### config.mk
export PLATFORM = sky130hd
export DESIGN_NAME = axi_isa_cmd_slave
export DESIGN_NICKNAME = d
export VERILOG_FILES = /design/src/rtl/axi_isa_cmd_slave.sv
export SDC_FILE = /design/constraint.sdc
export NUM_CORES = 1
export LEC_CHECK = 0
export BUFFER_PORTS_ARGS = -buffer_cell sky130_fd_sc_hd__buf_4
export CORE_MARGIN = 2
export CORE_UTILIZATION = 50
export CTS_BUF_LIST = sky130_fd_sc_hd__clkbuf_2
export DETAILED_ROUTE_END_ITERATION = 10
export PLACE_DENSITY = 0.82
export SYNTH_ARGS = -nofsm -noshare
export SYNTH_HDL_FRONTEND = slang
export SYNTH_SLANG_ARGS = --single-unit
### constraint.sdc
create_clock -name S_AXI_ACLK -period 5.4 [get_ports S_AXI_ACLK]
set_input_delay 1.08 -clock S_AXI_ACLK [delete_from_list [all_inputs] [get_ports S_AXI_ACLK]]
set_output_delay 1.08 -clock S_AXI_ACLK [all_outputs]
set_load 0.03 [all_outputs]
### src/rtl/axi_isa_cmd_slave.sv
// AXI4-Lite command slave that queues ISA read/write commands and issues them to the ISA bus engine.
// Optional macro ISA_IRQ_EN adds a sticky interrupt-pending bit (STATUS bit12) driving irq.
module axi_isa_cmd_slave #(
    parameter int C_S_AXI_DATA_WIDTH = 32,
    parameter int C_S_AXI_ADDR_WIDTH = 5,
    parameter int ISA_AW             = 20,
    parameter int ISA_DW             = 16,
    parameter int FIFO_DEPTH         = 4,
    parameter int TO_W               = 16,
    parameter int TO_DEFAULT         = 1000
) (
    input  logic                            S_AXI_ACLK,
    input  logic                            S_AXI_ARESETN,
    input  logic [C_S_AXI_ADDR_WIDTH-1:0]   S_AXI_AWADDR,
    input  logic [2:0]                      S_AXI_AWPROT,
    input  logic                            S_AXI_AWVALID,
    output logic                            S_AXI_AWREADY,
    input  logic [C_S_AXI_DATA_WIDTH-1:0]   S_AXI_WDATA,
    input  logic [C_S_AXI_DATA_WIDTH/8-1:0] S_AXI_WSTRB,
    input  logic                            S_AXI_WVALID,
    output logic                            S_AXI_WREADY,
    output logic [1:0]                      S_AXI_BRESP,
    output logic                            S_AXI_BVALID,
    input  logic                            S_AXI_BREADY,
    input  logic [C_S_AXI_ADDR_WIDTH-1:0]   S_AXI_ARADDR,
    input  logic [2:0]                      S_AXI_ARPROT,
    input  logic                            S_AXI_ARVALID,
    output logic                            S_AXI_ARREADY,
    output logic [C_S_AXI_DATA_WIDTH-1:0]   S_AXI_RDATA,
    output logic [1:0]                      S_AXI_RRESP,
    output logic                            S_AXI_RVALID,
    input  logic                            S_AXI_RREADY,
    output logic                            isa_rw,
    output logic [ISA_AW-1:0]               isa_addr,
    output logic [ISA_DW-1:0]               isa_wdata,
    output logic                            ap_start,
    input  logic                            ap_idle,
    input  logic                            ap_done,
    input  logic [ISA_DW-1:0]               isa_rdata,
    output logic                            isa_abort,
    output logic                            irq,
    output logic [1:0]                      dbg_state
);
    localparam int PW      = $clog2(FIFO_DEPTH);
    localparam int CW      = PW + 1;
    localparam int ENTRY_W = 1 + ISA_AW + ISA_DW;

    localparam logic [1:0] ST_IDLE  = 2'd0;
    localparam logic [1:0] ST_ISSUE = 2'd1;
    localparam logic [1:0] ST_WAIT  = 2'd2;

    localparam logic [2:0] A_CTRL    = 3'd0;
    localparam logic [2:0] A_CMDADDR = 3'd1;
    localparam logic [2:0] A_CMDDATA = 3'd2;
    localparam logic [2:0] A_RDDATA  = 3'd3;
    localparam logic [2:0] A_STATUS  = 3'd4;
    localparam logic [2:0] A_TIMEOUT = 3'd5;

    // Handshakes: a transfer happens on the edge where both VALID and READY are high.
    // READY is a one-cycle registered pulse; BVALID/RVALID rise the cycle after and hold until B/RREADY.
    logic              awready_q, awready_d, arready_q, arready_d;
    logic              bvalid_q, bvalid_d, rvalid_q, rvalid_d;
    logic [1:0]        bresp_q, bresp_d;
    logic [31:0]       rdata_q, rdata_d;
    logic [1:0]        state_q, state_d;
    logic              ap_start_q, ap_start_d, sr_abort_q, sr_abort_d;
    logic              isa_rw_q, isa_rw_d;
    logic [ISA_AW-1:0] isa_addr_q, isa_addr_d, cmd_addr_q, cmd_addr_d;
    logic [ISA_DW-1:0] isa_wdata_q, isa_wdata_d, rd_data_q, rd_data_d;
    logic              cmd_rw_q, cmd_rw_d, irq_en_q, irq_en_d;
    logic [TO_W-1:0]   timeout_q, timeout_d, to_cnt_q, to_cnt_d;
    logic              rd_valid_q, rd_valid_d, to_flag_q, to_flag_d, ovf_flag_q, ovf_flag_d;
    logic [PW-1:0]     wr_ptr_q, wr_ptr_d, rd_ptr_q, rd_ptr_d;
    logic [CW-1:0]     count_q, count_d;
    logic [ENTRY_W-1:0] mem_q [FIFO_DEPTH];
`ifdef ISA_IRQ_EN
    logic              irq_pend_q, irq_pend_d;
`endif

    logic [2:0]  waddr, raddr;
    logic        wr_fire, rd_fire, soft_rst, push_req, push_ok, ovf_ev, sts_w1c;
    logic        fifo_full, fifo_empty, start_ev, done_ev, timeout_hit, busy, pend_bit;
    logic [31:0] wr_base, wr_merged, rd_mux, status_w;
    logic [ENTRY_W-1:0] head;

    function automatic logic [31:0] strb_merge(input logic [31:0] old_v, input logic [31:0] new_v,
                                               input logic [3:0] strb);
        strb_merge = old_v;
        for (int i = 0; i < 4; i++) begin
            if (strb[i]) strb_merge[8*i +: 8] = new_v[8*i +: 8];
        end
    endfunction

    assign waddr       = S_AXI_AWADDR[4:2];
    assign raddr       = S_AXI_ARADDR[4:2];
    assign wr_fire     = awready_q & S_AXI_AWVALID & S_AXI_WVALID;
    assign rd_fire     = arready_q & S_AXI_ARVALID;
    assign soft_rst    = wr_fire & (waddr == A_CTRL) & S_AXI_WSTRB[0] & S_AXI_WDATA[0];
    assign sts_w1c     = wr_fire & (waddr == A_STATUS);
    assign fifo_full   = (count_q == CW'(FIFO_DEPTH));
    assign fifo_empty  = (count_q == '0);
    // Fullness is judged on the pre-pop level, so a push racing a pop on a full FIFO is refused.
    assign push_req    = wr_fire & (waddr == A_CMDDATA);
    assign push_ok     = push_req & ~fifo_full;
    assign ovf_ev      = push_req & fifo_full;
    assign head        = mem_q[rd_ptr_q];
    assign start_ev    = (state_q == ST_IDLE) & ~fifo_empty & ap_idle;
    assign done_ev     = (state_q == ST_WAIT) & ap_done;
    assign timeout_hit = (state_q == ST_WAIT) & ~ap_done & (timeout_q != '0) &
                         (to_cnt_q == timeout_q - TO_W'(1));
    assign busy        = (state_q != ST_IDLE) | ~fifo_empty;
`ifdef ISA_IRQ_EN
    assign pend_bit    = irq_pend_q;
    assign irq         = irq_pend_q & irq_en_q;
`else
    assign pend_bit    = 1'b0;
    assign irq         = 1'b0;
`endif
    assign status_w    = {19'd0, pend_bit, ovf_flag_q, to_flag_q, rd_valid_q, busy, 3'd0, 5'(count_q)};

    always_comb begin
        wr_base = 32'd0;
        case (waddr)
            A_CTRL:    wr_base = {30'd0, irq_en_q, 1'b0};
            A_CMDADDR: wr_base = {cmd_rw_q, {(31-ISA_AW){1'b0}}, cmd_addr_q};
            A_TIMEOUT: wr_base = {{(32-TO_W){1'b0}}, timeout_q};
            default:   wr_base = 32'd0;
        endcase
        wr_merged = strb_merge(wr_base, S_AXI_WDATA, S_AXI_WSTRB);
        rd_mux = 32'd0;
        case (raddr)
            A_CTRL:    rd_mux = {30'd0, irq_en_q, 1'b0};
            A_CMDADDR: rd_mux = {cmd_rw_q, {(31-ISA_AW){1'b0}}, cmd_addr_q};
            A_RDDATA:  rd_mux = {{(32-ISA_DW){1'b0}}, rd_data_q};
            A_STATUS:  rd_mux = status_w;
            A_TIMEOUT: rd_mux = {{(32-TO_W){1'b0}}, timeout_q};
            default:   rd_mux = 32'd0;
        endcase
    end

    always_comb begin
        awready_d   = S_AXI_AWVALID & S_AXI_WVALID & ~bvalid_q & ~awready_q;
        arready_d   = S_AXI_ARVALID & ~rvalid_q & ~arready_q;
        bvalid_d    = bvalid_q & ~S_AXI_BREADY;
        bresp_d     = bresp_q;
        rvalid_d    = rvalid_q & ~S_AXI_RREADY;
        rdata_d     = rdata_q;
        state_d     = state_q;
        ap_start_d  = 1'b0;
        sr_abort_d  = 1'b0;
        isa_rw_d    = isa_rw_q;
        isa_addr_d  = isa_addr_q;
        isa_wdata_d = isa_wdata_q;
        cmd_rw_d    = cmd_rw_q;
        cmd_addr_d  = cmd_addr_q;
        irq_en_d    = irq_en_q;
        timeout_d   = timeout_q;
        to_cnt_d    = to_cnt_q;
        rd_data_d   = rd_data_q;
        rd_valid_d  = rd_valid_q;
        to_flag_d   = to_flag_q;
        ovf_flag_d  = ovf_flag_q;
        wr_ptr_d    = wr_ptr_q + PW'(push_ok);
        rd_ptr_d    = rd_ptr_q + PW'(start_ev);
        count_d     = count_q + CW'(push_ok) - CW'(start_ev);
        if (wr_fire) begin
            bvalid_d = 1'b1;
            bresp_d  = ovf_ev ? 2'b10 : 2'b00;
            case (waddr)
                A_CTRL:    irq_en_d = wr_merged[1];
                A_CMDADDR: begin
                    cmd_rw_d   = wr_merged[31];
                    cmd_addr_d = wr_merged[ISA_AW-1:0];
                end
                A_TIMEOUT: timeout_d = wr_merged[TO_W-1:0];
                default:   ;
            endcase
        end
        if (rd_fire) begin
            rvalid_d = 1'b1;
            rdata_d  = rd_mux;
            if (raddr == A_RDDATA) rd_valid_d = 1'b0;
        end
        if (sts_w1c && S_AXI_WDATA[10]) to_flag_d = 1'b0;
        if (sts_w1c && S_AXI_WDATA[11]) ovf_flag_d = 1'b0;
        if (ovf_ev) ovf_flag_d = 1'b1;
        case (state_q)
            ST_IDLE: if (start_ev) begin
                state_d = ST_ISSUE;
                ap_start_d = 1'b1;
                {isa_rw_d, isa_addr_d, isa_wdata_d} = head;
            end
            ST_ISSUE: begin
                state_d  = ST_WAIT;
                to_cnt_d = '0;
            end
            ST_WAIT: if (done_ev) begin
                state_d = ST_IDLE;
                if (isa_rw_q) begin
                    rd_data_d  = isa_rdata;
                    rd_valid_d = 1'b1;
                end
            end else if (timeout_hit) begin
                state_d   = ST_IDLE;
                to_flag_d = 1'b1;
            end else begin
                to_cnt_d = to_cnt_q + TO_W'(1);
            end
            default: state_d = ST_IDLE;
        endcase
        if (soft_rst) begin
            state_d    = ST_IDLE;
            ap_start_d = 1'b0;
            sr_abort_d = (state_q == ST_WAIT);
            wr_ptr_d   = '0;
            rd_ptr_d   = '0;
            count_d    = '0;
            rd_valid_d = 1'b0;
            to_flag_d  = 1'b0;
            ovf_flag_d = 1'b0;
        end
    end

`ifdef ISA_IRQ_EN
    always_comb begin
        irq_pend_d = irq_pend_q;
        if (sts_w1c && S_AXI_WDATA[12]) irq_pend_d = 1'b0;
        if (done_ev || timeout_hit || ovf_ev) irq_pend_d = 1'b1;
    end

    always_ff @(posedge S_AXI_ACLK or negedge S_AXI_ARESETN) begin
        if (!S_AXI_ARESETN) irq_pend_q <= 1'b0;
        else                irq_pend_q <= irq_pend_d;
    end
`endif

    always_ff @(posedge S_AXI_ACLK) begin
        if (push_ok) mem_q[wr_ptr_q] <= {cmd_rw_q, cmd_addr_q, S_AXI_WDATA[ISA_DW-1:0]};
    end

    always_ff @(posedge S_AXI_ACLK or negedge S_AXI_ARESETN) begin
        if (!S_AXI_ARESETN) begin
            awready_q <= 1'b0;  arready_q <= 1'b0;  bvalid_q <= 1'b0;  rvalid_q <= 1'b0;
            bresp_q <= 2'b00;   rdata_q <= 32'd0;   state_q <= ST_IDLE;
            ap_start_q <= 1'b0; sr_abort_q <= 1'b0;
            isa_rw_q <= 1'b0;   isa_addr_q <= '0;   isa_wdata_q <= '0;
            cmd_rw_q <= 1'b0;   cmd_addr_q <= '0;   irq_en_q <= 1'b0;
            timeout_q <= TO_W'(TO_DEFAULT);         to_cnt_q <= '0;
            rd_data_q <= '0;    rd_valid_q <= 1'b0; to_flag_q <= 1'b0; ovf_flag_q <= 1'b0;
            wr_ptr_q <= '0;     rd_ptr_q <= '0;     count_q <= '0;
        end else begin
            awready_q <= awready_d;   arready_q <= arready_d;   bvalid_q <= bvalid_d;
            rvalid_q <= rvalid_d;     bresp_q <= bresp_d;       rdata_q <= rdata_d;
            state_q <= state_d;       ap_start_q <= ap_start_d; sr_abort_q <= sr_abort_d;
            isa_rw_q <= isa_rw_d;     isa_addr_q <= isa_addr_d; isa_wdata_q <= isa_wdata_d;
            cmd_rw_q <= cmd_rw_d;     cmd_addr_q <= cmd_addr_d; irq_en_q <= irq_en_d;
            timeout_q <= timeout_d;   to_cnt_q <= to_cnt_d;
            rd_data_q <= rd_data_d;   rd_valid_q <= rd_valid_d; to_flag_q <= to_flag_d;
            ovf_flag_q <= ovf_flag_d; wr_ptr_q <= wr_ptr_d;     rd_ptr_q <= rd_ptr_d;
            count_q <= count_d;
        end
    end

    // Timeout aborts are decided in the expiry cycle itself; SOFT_RST aborts come one cycle after the write.
    assign isa_abort     = timeout_hit | sr_abort_q;
    assign S_AXI_AWREADY = awready_q;
    assign S_AXI_WREADY  = awready_q;
    assign S_AXI_BVALID  = bvalid_q;
    assign S_AXI_BRESP   = bresp_q;
    assign S_AXI_ARREADY = arready_q;
    assign S_AXI_RVALID  = rvalid_q;
    assign S_AXI_RDATA   = rdata_q;
    assign S_AXI_RRESP   = 2'b00;
    assign isa_rw        = isa_rw_q;
    assign isa_addr      = isa_addr_q;
    assign isa_wdata     = isa_wdata_q;
    assign ap_start      = ap_start_q;
    assign dbg_state     = state_q;

    logic unused_bits;
    assign unused_bits = &{1'b0, S_AXI_AWPROT, S_AXI_ARPROT, S_AXI_AWADDR[1:0], S_AXI_ARADDR[1:0], wr_merged};
endmodule
==> impl_metrics.yaml, run 1 <==
status:
  status: "complete, no violations"
place:
  dp_slack_ns: 1.26
  io_buffers: 123
  dp_hpwl_um: 18500
  gp_congestion: 0.887
worst_setup_path:
  r2r_cells: 11
  crit_path_start_kind: "flip-flop"
  slowest_delay_ns: 0.53
  r2r_setup_slack_ns: 2.16
  arrival_ns: 3.50
  cp_max_fo: 9
  r2r_start: "timeout_q[1]"
  required_ns: 4.32
  crit_family: "simple AND/OR/NAND/NOR gates"
  path_buf_inv: 2
  r2r-end: "to_cnt_q[1]"
  cp-end-kind: "output pin"
  crit_chain: "inv_1, ha_1, nor3b_1, nand2_1, a21oi_1, or4b_1, nor3_1, nor4b_4, or2_2, buf_4"
  crit_type: "reg2out"
  crit_slowest_cell: "dfrtp_1"
cells_and_area:
  nNetsFinal: 1141
  syn2layout_area_growth_pct: 14.5
  drive_gt1_share_pct: 33.6
  n_antenna_cell: 0
  fillers: 1967
drt:
  routed_wl_um: 27900
  route.detailed.drc: 0
  drtIter0Drc: 859
  detail-route-antenna-nets: 0
  dr.pass1.iters: 5
  post_drt_wl_per_cell_um: 19.3
  vias: 8145
  viasPerCell: 5.65
timing:
  fmax_mhz: 218
  setup_tns_ns: 0
  period_minus_slack_ns: 4.58
  hold_viol_final: 0
  slew_headroom_pct: 37.6
  worst_slack_ns: 0.821
  skew_ns: 0.0542
  setup_violations: 0
  tightest_slew_ns: 0.931
  finalMaxSlewViolations: 0
  rsz0062_at_grt: "no"
  finalCritPeriodShare_pct: 84.8
clocking:
  cts_sinks: 295
  cts_tree: "done"
  htree_levels: 3
  numCtsBuffers: 72
  post_cts_resized: 0
  cts_hold_buf: 0
  clk_latency_ns: 0.85
  clkTransAtPathRegs_ns: 0.11
  cts_setup_buffers: 0
  cts-root-buf: "clkbuf_2"
  ctsLongestPathBuffers: 3
die:
  start_util_pct: 50.5
  ios: 160
  die_area_um2: 26600
  die_h_um: 163
  design.core.area_um2: 25000
  die_w_um: 163
  placementRows: 58
synth:
  ys_seq_area_share_pct: 64.3
  yosys_most_used_dff: "edfxtp_1"
  netlist_area_um2: 12600
  syn-instance-count: 901
  async_flop_share_pct: 49.8
  avgSynthCellArea_um2: 14.0
  synth-edff-count: 148
  ys_types: 60
  synth_seq_cells: 295
  ys_warn_count: 0
power:
  combPwrFrac_pct: 30.3
  seqPwrFrac_pct: 46.7
  power.density_cell_area_nw_per_um2: 449
  peakVddDrop_uv: 247
  pwr-share-clk_pct: 23.0
  switching_share_pct: 34.5
  power.switching_w: 0.00224
  p_int_w: 0.00426
  p_leak_nw: 5.96
global_route:
  grt-ovfl-total: 0
  grt_max_degree: 74
  antenna_found_initial: 0
  grt_usage_pct: 21.8
  grt_pass1_wl_um: 44400
  grt_pass1_vias: 8203
hold_path:
  hold_path.class: "in2async"
run:
  cap_viol_max_count: 0
layer usage:
layer  part of all wire, %  vias to the layer above  track usage, %
li1                      -                     3673               -
met1                    42                     4062            29.7
met2                    47                      354            34.1
met3                   8.9                       56            5.87
met4                   2.2                        0            7.80
met5                     0                        -               0
through the flow:
stage	cells	util, %	total power, W	hold slack (ns)	area [um2]
2_1_floorplan	915	-	0.00440	0.479	12700
3_3_place_gp	1313	55.2	0.00499	0.440	13800
3_5_place_dp	1313	55.2	0.00506	0.453	13800
4_1_cts	1442	57.9	0.00656	0.207	14500
5_1_grt	1442	57.9	0.00686	0.214	14500
6_report	1442	57.9	0.00650	0.229	14500
area by class of cell:
cell class / instances / area, um2 / share of cell area (%)
Tap cell: 330 / 413 / 2.85
Timing Repair Buffer: 135 / 1020 / 7.02
Inverter: 12 / 45.0 / 0.311
Sequential cell: 295 / 8130 / 56.1
Clock inverter: 25 / 155 / 1.07
Clock buffer: 104 / 520 / 3.59
Multi-Input combinational cell: 541 / 4200 / 29.0
cell families (layout without fill, tap and decap cells):
logic type / Yosys count / after routing / share of synthesized area (%)
muxes: 132 / 132 / 14.9
other: 1 / 15 / 0.0296
adders and majority gates: 7 / 7 / 0.752
buffers and inverters: 79 / 276 / 3.14
xor gates and xnor gates: 18 / 18 / 1.25
and+or+nand+nor: 220 / 220 / 8.59
AOI/OAI and AO/OA: 149 / 149 / 7.11
DFF: 295 / 295 / 64.3
state kept, by name, indices dropped and copies added, names as in the netlist, 2 cells and up:
register,cells
to_cnt_q,16
count_q,3
dbg_state,2
wr_ptr_q,2
cmd_addr_q,20
isa_addr,20
rd_ptr_q,2
mem_q,148
timeout_q,16
S_AXI_RDATA,21
rd_data_q,16
isa_wdata,16
cells in the final DEF, fill, tap and decap left out, types with 7 or more instances in the layout:
master	n
o21a_1	7
a22o_1	14
nor3_1	13
mux4_2	38
mux2i_1	28
clkinv_1	16
dfrtp_1	140
clkbuf_2	104
nand3_1	7
o21ai_0	19
nand2b_1	8
nand4_1	9
xor2_1	8
nor2b_1	10
nand2_1	50
mux2_2	66
xnor2_1	10
a21oi_1	70
o21ai_1	7
conb_1	15
buf_4	134
inv_1	12
edfxtp_1	148
or3_1	9
nor2_1	79
power by group through the flow:
stage          Combinational [W]  Clock (W)  Sequential (W)
2_1_floorplan            0.00111          0         0.00330
3_3_place_gp             0.00193          0         0.00306
3_5_place_dp             0.00198          0         0.00308
4_1_cts                  0.00199    0.00153         0.00303
5_1_grt                  0.00213    0.00165         0.00308
6_report                 0.00197    0.00149         0.00304
synth_stat cells, types with 6 or more instances:
cell / instances / area (um2)
nor2_1: 81 / 304
edfxtp_1: 148 / 4440
xor2_1: 8 / 70.1
nand2_1: 50 / 188
o21ai_1: 7 / 35.0
mux2_2: 66 / 743
o21ai_0: 19 / 95.1
nand2b_1: 8 / 50.1
or3_1: 9 / 56.3
nor3_1: 14 / 70.1
nor3b_1: 6 / 45.0
mux2i_1: 28 / 280
and3_1: 6 / 37.5
dfrtp_1: 141 / 3530
buf_1: 11 / 41.3
o21a_1: 7 / 52.6
a31oi_1: 6 / 37.5
ha_1: 6 / 75.1
nand3_1: 7 / 35.0
xnor2_1: 10 / 87.6
inv_1: 12 / 45.0
mux4_2: 38 / 856
nand4_1: 9 / 56.3
nor2b_1: 10 / 62.6
buf_4: 17 / 128
clkbuf_1: 33 / 124
a21oi_1: 70 / 350
a22o_1: 14 / 123
dfstp_2: 6 / 158
worst register-to-register path, cell delays in order (launching register included):
cell and delay (ns):
dfrtp_1 0.53, inv_1 0.09, ha_1 0.31, nor3b_1 0.21, nand2_1 0.13, a21oi_1 0.07
or4b_1 0.51, nor3_1 0.24, nor4b_4 0.27, buf_4 0.34, nand2b_1 0.25, mux2i_1 0.20
worst max-delay path by stage:
stage / endpoint / slack (ns) / cells past startpoint / startpoint
final: isa_abort / 0.82 / 10 / timeout_q[1]
after floorplan: mem_q[2][0] / 0.15 / 5 / S_AXI_AWADDR[4]
after detailed placement: isa_abort / 1.26 / 8 / ap_done
after CTS: isa_abort / 0.79 / 10 / timeout_q[1]
after global routing: isa_abort / 0.66 / 10 / timeout_q[1]
after global placement: isa_abort / 1.21 / 8 / ap_done
(Power assumes the default switching activity.)
==> inputs of run 2 (changes only) <==
--- a/config.mk
+++ b/config.mk
@@ -10,7 +10,7 @@
 export CORE_UTILIZATION = 50
 export CTS_BUF_LIST = sky130_fd_sc_hd__clkbuf_2
 export DETAILED_ROUTE_END_ITERATION = 10
-export PLACE_DENSITY = 0.82
+export PLACE_DENSITY = 0.85
 export SYNTH_ARGS = -nofsm -noshare
 export SYNTH_HDL_FRONTEND = slang
 export SYNTH_SLANG_ARGS = --single-unit
==> constraint.sdc (replaced) <==
create_clock -name S_AXI_ACLK -period 4.15 [get_ports S_AXI_ACLK]
set_input_delay 0.83 -clock S_AXI_ACLK [delete_from_list [all_inputs] [get_ports S_AXI_ACLK]]
set_output_delay 0.83 -clock S_AXI_ACLK [all_outputs]
set_load 0.03 [all_outputs]
==> run 2 against run 1 <==
Wire length decreased by 0.49%. Power grew 31%. Cell area rose by 1.6%. Combinational power grew 31%. Worst setup slack lost 0.70 ns. Highest routed layer unchanged. Sequential power up 32%. Core utilization is 0.92 points higher. Register-to-register slack worse by 0.91 ns. Count of clock-buffer cells in the layout rose by 9.
==> impl_metrics.yaml, run 2 (synthesis results as in run 1) <==
global_route:
  grt_max_degree: 81
  grt_usage_pct: 21.2
  grt_pass1_wl_um: 43400
  antenna_found_initial: 1
  grt-ovfl-total: 0
  grt_pass1_vias: 8319
clocking:
  cts-root-buf: "clkbuf_2"
  clkTransAtPathRegs_ns: 0.10
  clk_latency_ns: 0.86
  cts_tree: "done"
  htree_levels: 3
  ctsLongestPathBuffers: 3
  numCtsBuffers: 72
  cts_sinks: 295
hold_path:
  hp-start: "S_AXI_BREADY"
  hold_path.class: "in2reg"
worst_setup_path:
  path_buf_inv: 2
  cp_max_fo: 9
  crit_chain: "inv_1, ha_4, nor3b_2, nand2_1, a21oi_1, or4b_1, nor3_2, nor4b_4, or2_4, buf_4"
  slowest_delay_ns: 0.55
  arrival_ns: 3.20
  crit_path_start_kind: "flip-flop"
  required_ns: 3.32
  crit_slowest_cell: "or4b_1"
  crit_path_start: "timeout_q[0]"
  cp-end-kind: "output pin"
  crit_family: "simple AND/OR/NAND/NOR gates"
  crit_type: "reg2out"
  r2r_start: "timeout_q[0]"
place:
  io_buffers: 123
  placed_area_um2: 13900
  gp_congestion: 0.892
  dp_hpwl_um: 18500
  dp_slack_ns: 0.644
cells_and_area:
  mostFrequentLayoutCell: "edfxtp_1"
  drive_gt1_share_pct: 36.1
  top_register: "mem_q"
  fillers: 1972
  nNetsFinal: 1157
  multi_input_area_um2: 4270
  largest_reg_flops: 148
  syn2layout_area_growth_pct: 16.4
  layout_common_cells: "edfxtp_1 (148), buf_4 (147), dfrtp_1 (136), clkbuf_2 (113), nor2_1 (79)"
  final-seq-area_um2: 8140
  post-route-util_pct: 58.8
  final_area_um2: 14700
status:
  status: "complete, no violations"
timing:
  tightest_slew_ns: 0.936
  finalCritPeriodShare_pct: 97.0
  period_minus_slack_ns: 4.03
  slew_headroom_pct: 37.2
  hold_viol_final: 0
  fmax_mhz: 248
  finalMaxSlewViolations: 0
  worst_slack_ns: 0.124
  skew_ns: 0.0421
  setup_tns_ns: 0
  setup_violations: 0
die:
  ios: 160
  die_h_um: 163
  start_util_pct: 50.5
  die_area_um2: 26600
  placementRows: 58
  die_w_um: 163
  design.core.area_um2: 25000
drt:
  viasPerCell: 5.64
  routed_wl_um: 27700
  vias: 8263
  detail-route-antenna-nets: 0
  post_drt_wl_per_cell_um: 19.0
  drtIter0Drc: 836
  dr.pass1.iters: 6
  route.detailed.drc: 0
power:
  p_leak_nw: 6.06
  peakVddDrop_uv: 326
  power.density_cell_area_nw_per_um2: 580
run:
  cap_viol_max_count: 0
run 2: cell types whose count changed in the layout (fill, tap and decap cells not counted), sizes merged:
cell	before	now
bufinv	2	1
diode	0	1
clkbuf	104	113
clkinv	20	14
buf	135	150
clkinvlp	0	3
dlygate4sd3	0	1
run 2: area by class of cell:
| class | instances | share of cell area, % |
|---|---|---|
| Sequential cell | 295 | 55.3 |
| Clock buffer | 113 | 3.84 |
| Timing Repair Buffer | 151 | 7.92 |
| Antenna cell | 1 | 0.0170 |
| Clock inverter | 21 | 0.842 |
| Multi-Input combinational cell | 541 | 29.0 |
| Inverter | 12 | 0.306 |
| Tap cell | 330 | 2.81 |
run 2: worst reg2reg max path, cell delays in order, from the launching register on:
cell and delay, ns:
dfrtp_2 0.41, inv_1 0.10, ha_4 0.20, nor3b_2 0.17, nand2_1 0.11, a21oi_1 0.07, or4b_1 0.55, nor3_2 0.18
nor4b_4 0.25, buf_4 0.32, nand2b_1 0.23, mux2i_1 0.22
run 2: final timing paths:
| check | to | slack (ns) | cells after the start |
|---|---|---|---|
| hold / removal | S_AXI_BVALID | 0.17 | 2 |
| max in group asynchronous | isa_addr[10] | 2.61 | 3 |
| setup / recovery | isa_abort | 0.12 | 10 |
| min in group asynchronous | isa_wdata[1] | 0.58 | 2 |
| hold reg to reg | S_AXI_ARREADY | 0.46 | 1 |
| setup reg to reg | to_cnt_q[1] | 1.25 | 11 |
run 2: timing repair:
action | 4_1_cts | 5_1_grt
hold buffers | 1 | 0
setup endpoints to repair | 1 | 1
buffers inserted | 4 | 7
endpoints found under the hold margin | 20 | 0
resized for setup | 6 | 8
pin swaps | 1 | 2
run 2: metal layers:
metal,global-route usage [%],share of wire [%],vias to the layer above
met5,0,0,-
met4,6.36,1.5,0
met3,6.37,9.0,42
met2,34.6,49,372
met1,27.6,41,4132
li1,-,-,3717
run 2: report_power, final:
group          internal (W)  leakage (nW)  total, W  switching (W)
combinational       0.00127          2.33   0.00258        0.00131
sequential          0.00353          3.20   0.00402       0.000485
clock              0.000791         0.524   0.00194        0.00115
total               0.00559          6.06   0.00853        0.00295
run 2: per-stage QoR:
step | hold WS, ns | total power, W | std cells
final | 0.174 | 0.00853 | 1464
after global routing | 0.0918 | 0.00899 | 1464
after CTS | 0.0789 | 0.00857 | 1456
after detailed placement | 0.445 | 0.00661 | 1317
after floorplan | 0.479 | 0.00573 | 915
after global placement | 0.439 | 0.00650 | 1317
==> inputs of run 3 (changes only) <==
--- a/config.mk
+++ b/config.mk
@@ -6,11 +6,12 @@
 export NUM_CORES = 1
 export LEC_CHECK = 0
 export BUFFER_PORTS_ARGS = -buffer_cell sky130_fd_sc_hd__buf_4
+export CORE_ASPECT_RATIO = 0.8
 export CORE_MARGIN = 2
 export CORE_UTILIZATION = 50
 export CTS_BUF_LIST = sky130_fd_sc_hd__clkbuf_2
 export DETAILED_ROUTE_END_ITERATION = 10
-export PLACE_DENSITY = 0.85
+export PLACE_DENSITY = 0.82
 export SYNTH_ARGS = -nofsm -noshare
 export SYNTH_HDL_FRONTEND = slang
 export SYNTH_SLANG_ARGS = --single-unit
==> constraint.sdc (replaced) <==
create_clock -name S_AXI_ACLK -period 4.8 [get_ports S_AXI_ACLK]
set_input_delay 0.96 -clock S_AXI_ACLK [delete_from_list [all_inputs] [get_ports S_AXI_ACLK]]
set_output_delay 0.96 -clock S_AXI_ACLK [all_outputs]
set_load 0.03 [all_outputs]
==> run 3 against run 2 <==
Global-route usage increased by 0.22 points. Die area about the same. Combinational power decreased by 16%.
==> impl_metrics.yaml, run 3 (synthesis results as in run 1) <==
status:
  status: "complete, no violations"
run:
  cap_viol_max_count: 0
cells_and_area:
  layout_common_cells: "edfxtp_1 (148), dfrtp_1 (140), buf_4 (135), clkbuf_2 (111), nor2_1 (79)"
  multi_input_area_um2: 4220
  top_register: "mem_q"
  final-seq-area_um2: 8130
  drive_gt1_share_pct: 34.2
  mostFrequentLayoutCell: "edfxtp_1"
  largest_reg_flops: 148
  syn2layout_area_growth_pct: 14.8
  fillers: 2005
  nNetsFinal: 1141
  n_antenna_cell: 0
worst_setup_path:
  crit_family: "simple AND/OR/NAND/NOR gates"
  path_buf_inv: 2
  arrival_ns: 3.45
  required_ns: 3.84
  cp-end-kind: "output pin"
  crit_slowest_cell: "or4b_1"
  slowest_delay_ns: 0.52
  crit_path_start_kind: "flip-flop"
  r2r_cells: 11
  cp_num_cells: 10
  r2r_start: "timeout_q[0]"
  r2r-end: "to_cnt_q[0]"
  r2r_setup_slack_ns: 1.58
  cp_max_fo: 9
  crit_type: "reg2out"
  crit_chain: "inv_1, ha_1, nor3b_1, nand2_1, a21oi_1, or4b_1, nor3_1, nor4b_4, or2_2, buf_4"
clocking:
  cts-root-buf: "clkbuf_2"
  htree_levels: 3
  cts_setup_buffers: 0
  cts_sinks: 295
  cts_hold_buf: 0
  numCtsBuffers: 71
  ctsLongestPathBuffers: 3
  clk_latency_ns: 0.83
  post_cts_resized: 0
  cts_tree: "done"
  clkTransAtPathRegs_ns: 0.11
timing:
  fmax_mhz: 227
  hold_viol_final: 0
  skew_ns: 0.0543
  finalMaxSlewViolations: 0
  slew_headroom_pct: 38.0
  setup_tns_ns: 0
  tightest_slew_ns: 0.925
  period_minus_slack_ns: 4.41
  rsz0062_at_grt: "no"
  finalCritPeriodShare_pct: 91.8
  worst_slack_ns: 0.392
  setup_violations: 0
drt:
  viasPerCell: 5.61
  detail-route-antenna-nets: 0
  dr.pass1.iters: 5
  routed_wl_um: 27400
  vias: 8036
  route.detailed.drc: 0
  post_drt_wl_per_cell_um: 19.2
  drtIter0Drc: 696
die:
  ios: 160
  design.core.area_um2: 25000
  die_h_um: 146
  die_w_um: 182
  placementRows: 52
  die_area_um2: 26600
  start_util_pct: 50.5
global_route:
  grt_usage_pct: 21.4
  grt_pass1_vias: 7919
  grt_pass1_wl_um: 44000
  grt_max_degree: 96
  antenna_found_initial: 0
  grt-ovfl-total: 0
place:
  dp_hpwl_um: 18100
  dp_slack_ns: 1.16
  io_buffers: 123
  gp_congestion: 0.895
power:
  p_leak_nw: 5.98
  power.density_cell_area_nw_per_um2: 507
  peakVddDrop_uv: 232
hold_path:
  hold_path.class: "in2async"
-- run 3: cell types whose count changed in the layout (fill, tap and decap cells not counted), moves of 2 or more --
cell        before  now
buf_12           2    0
nor3_2           3    1
buf_4          147  135
nor3_1          10   13
clkinvlp_4       3    0
clkbuf_2       113  111
dfrtp_2          5    1
bufinv_16        1    3
clkinv_1        12    8
dfrtp_1        136  140
-- run 3: power by group --
group / total (W) / internal [W] / switching (W)
sequential: 0.00346 / 0.00305 / 0.000403
combinational: 0.00218 / 0.00105 / 0.00113
clock: 0.00173 / 0.000768 / 0.000958
total: 0.00736 / 0.00487 / 0.00249
-- run 3: layout make-up --
type                       count  share of cell area (%)
sequential                   295                    56.0
multi-input combinational    541                    29.0
timing repair buffer         136                    7.06
clock buffer                 111                    3.83
tap                          324                    2.79
clock inverter                14                   0.948
inverter                      12                   0.310
-- run 3: worst reg2reg max path, cell delays in order, from the launching register on --
cell	delay, ns
dfrtp_1	0.47
inv_1	0.11
ha_1	0.32
nor3b_1	0.21
nand2_1	0.13
a21oi_1	0.08
or4b_1	0.52
nor3_1	0.20
nor4b_4	0.27
buf_4	0.33
nand2b_1	0.25
mux2i_1	0.21
-- run 3: how the worst max path moves through the flow --
stage / end / start
final: isa_abort / timeout_q[0]
after global routing: isa_abort / timeout_q[0]
after CTS: isa_abort / timeout_q[0]
after detailed placement: isa_abort / ap_done
after global placement: isa_abort / ap_done
after floorplan: mem_q[1][0] / S_AXI_AWADDR[4]
-- run 3: routing by layer --
layer | global-route usage (%) | routed length, um
met4 | 6.83 | 505
met3 | 6.11 | 2350
met2 | 30.9 | 12100
met5 | 0 | 0
met1 | 31.5 | 12500
-- run 3: per-stage QoR --
| stage | instances | hold WS [ns] | total power, W | util, % | instance area (um2) |
|---|---|---|---|---|---|
| 5_1_grt | 1433 | 0.203 | 0.00779 | 57.9 | 14500 |
| 6_report | 1433 | 0.208 | 0.00736 | 57.9 | 14500 |
| 3_3_place_gp | 1308 | 0.443 | 0.00563 | 55.2 | 13800 |
| 4_1_cts | 1433 | 0.187 | 0.00743 | 57.9 | 14500 |
| 3_5_place_dp | 1308 | 0.445 | 0.00570 | 55.2 | 13800 |
| 2_1_floorplan | 915 | 0.479 | 0.00496 | - | 12700 |
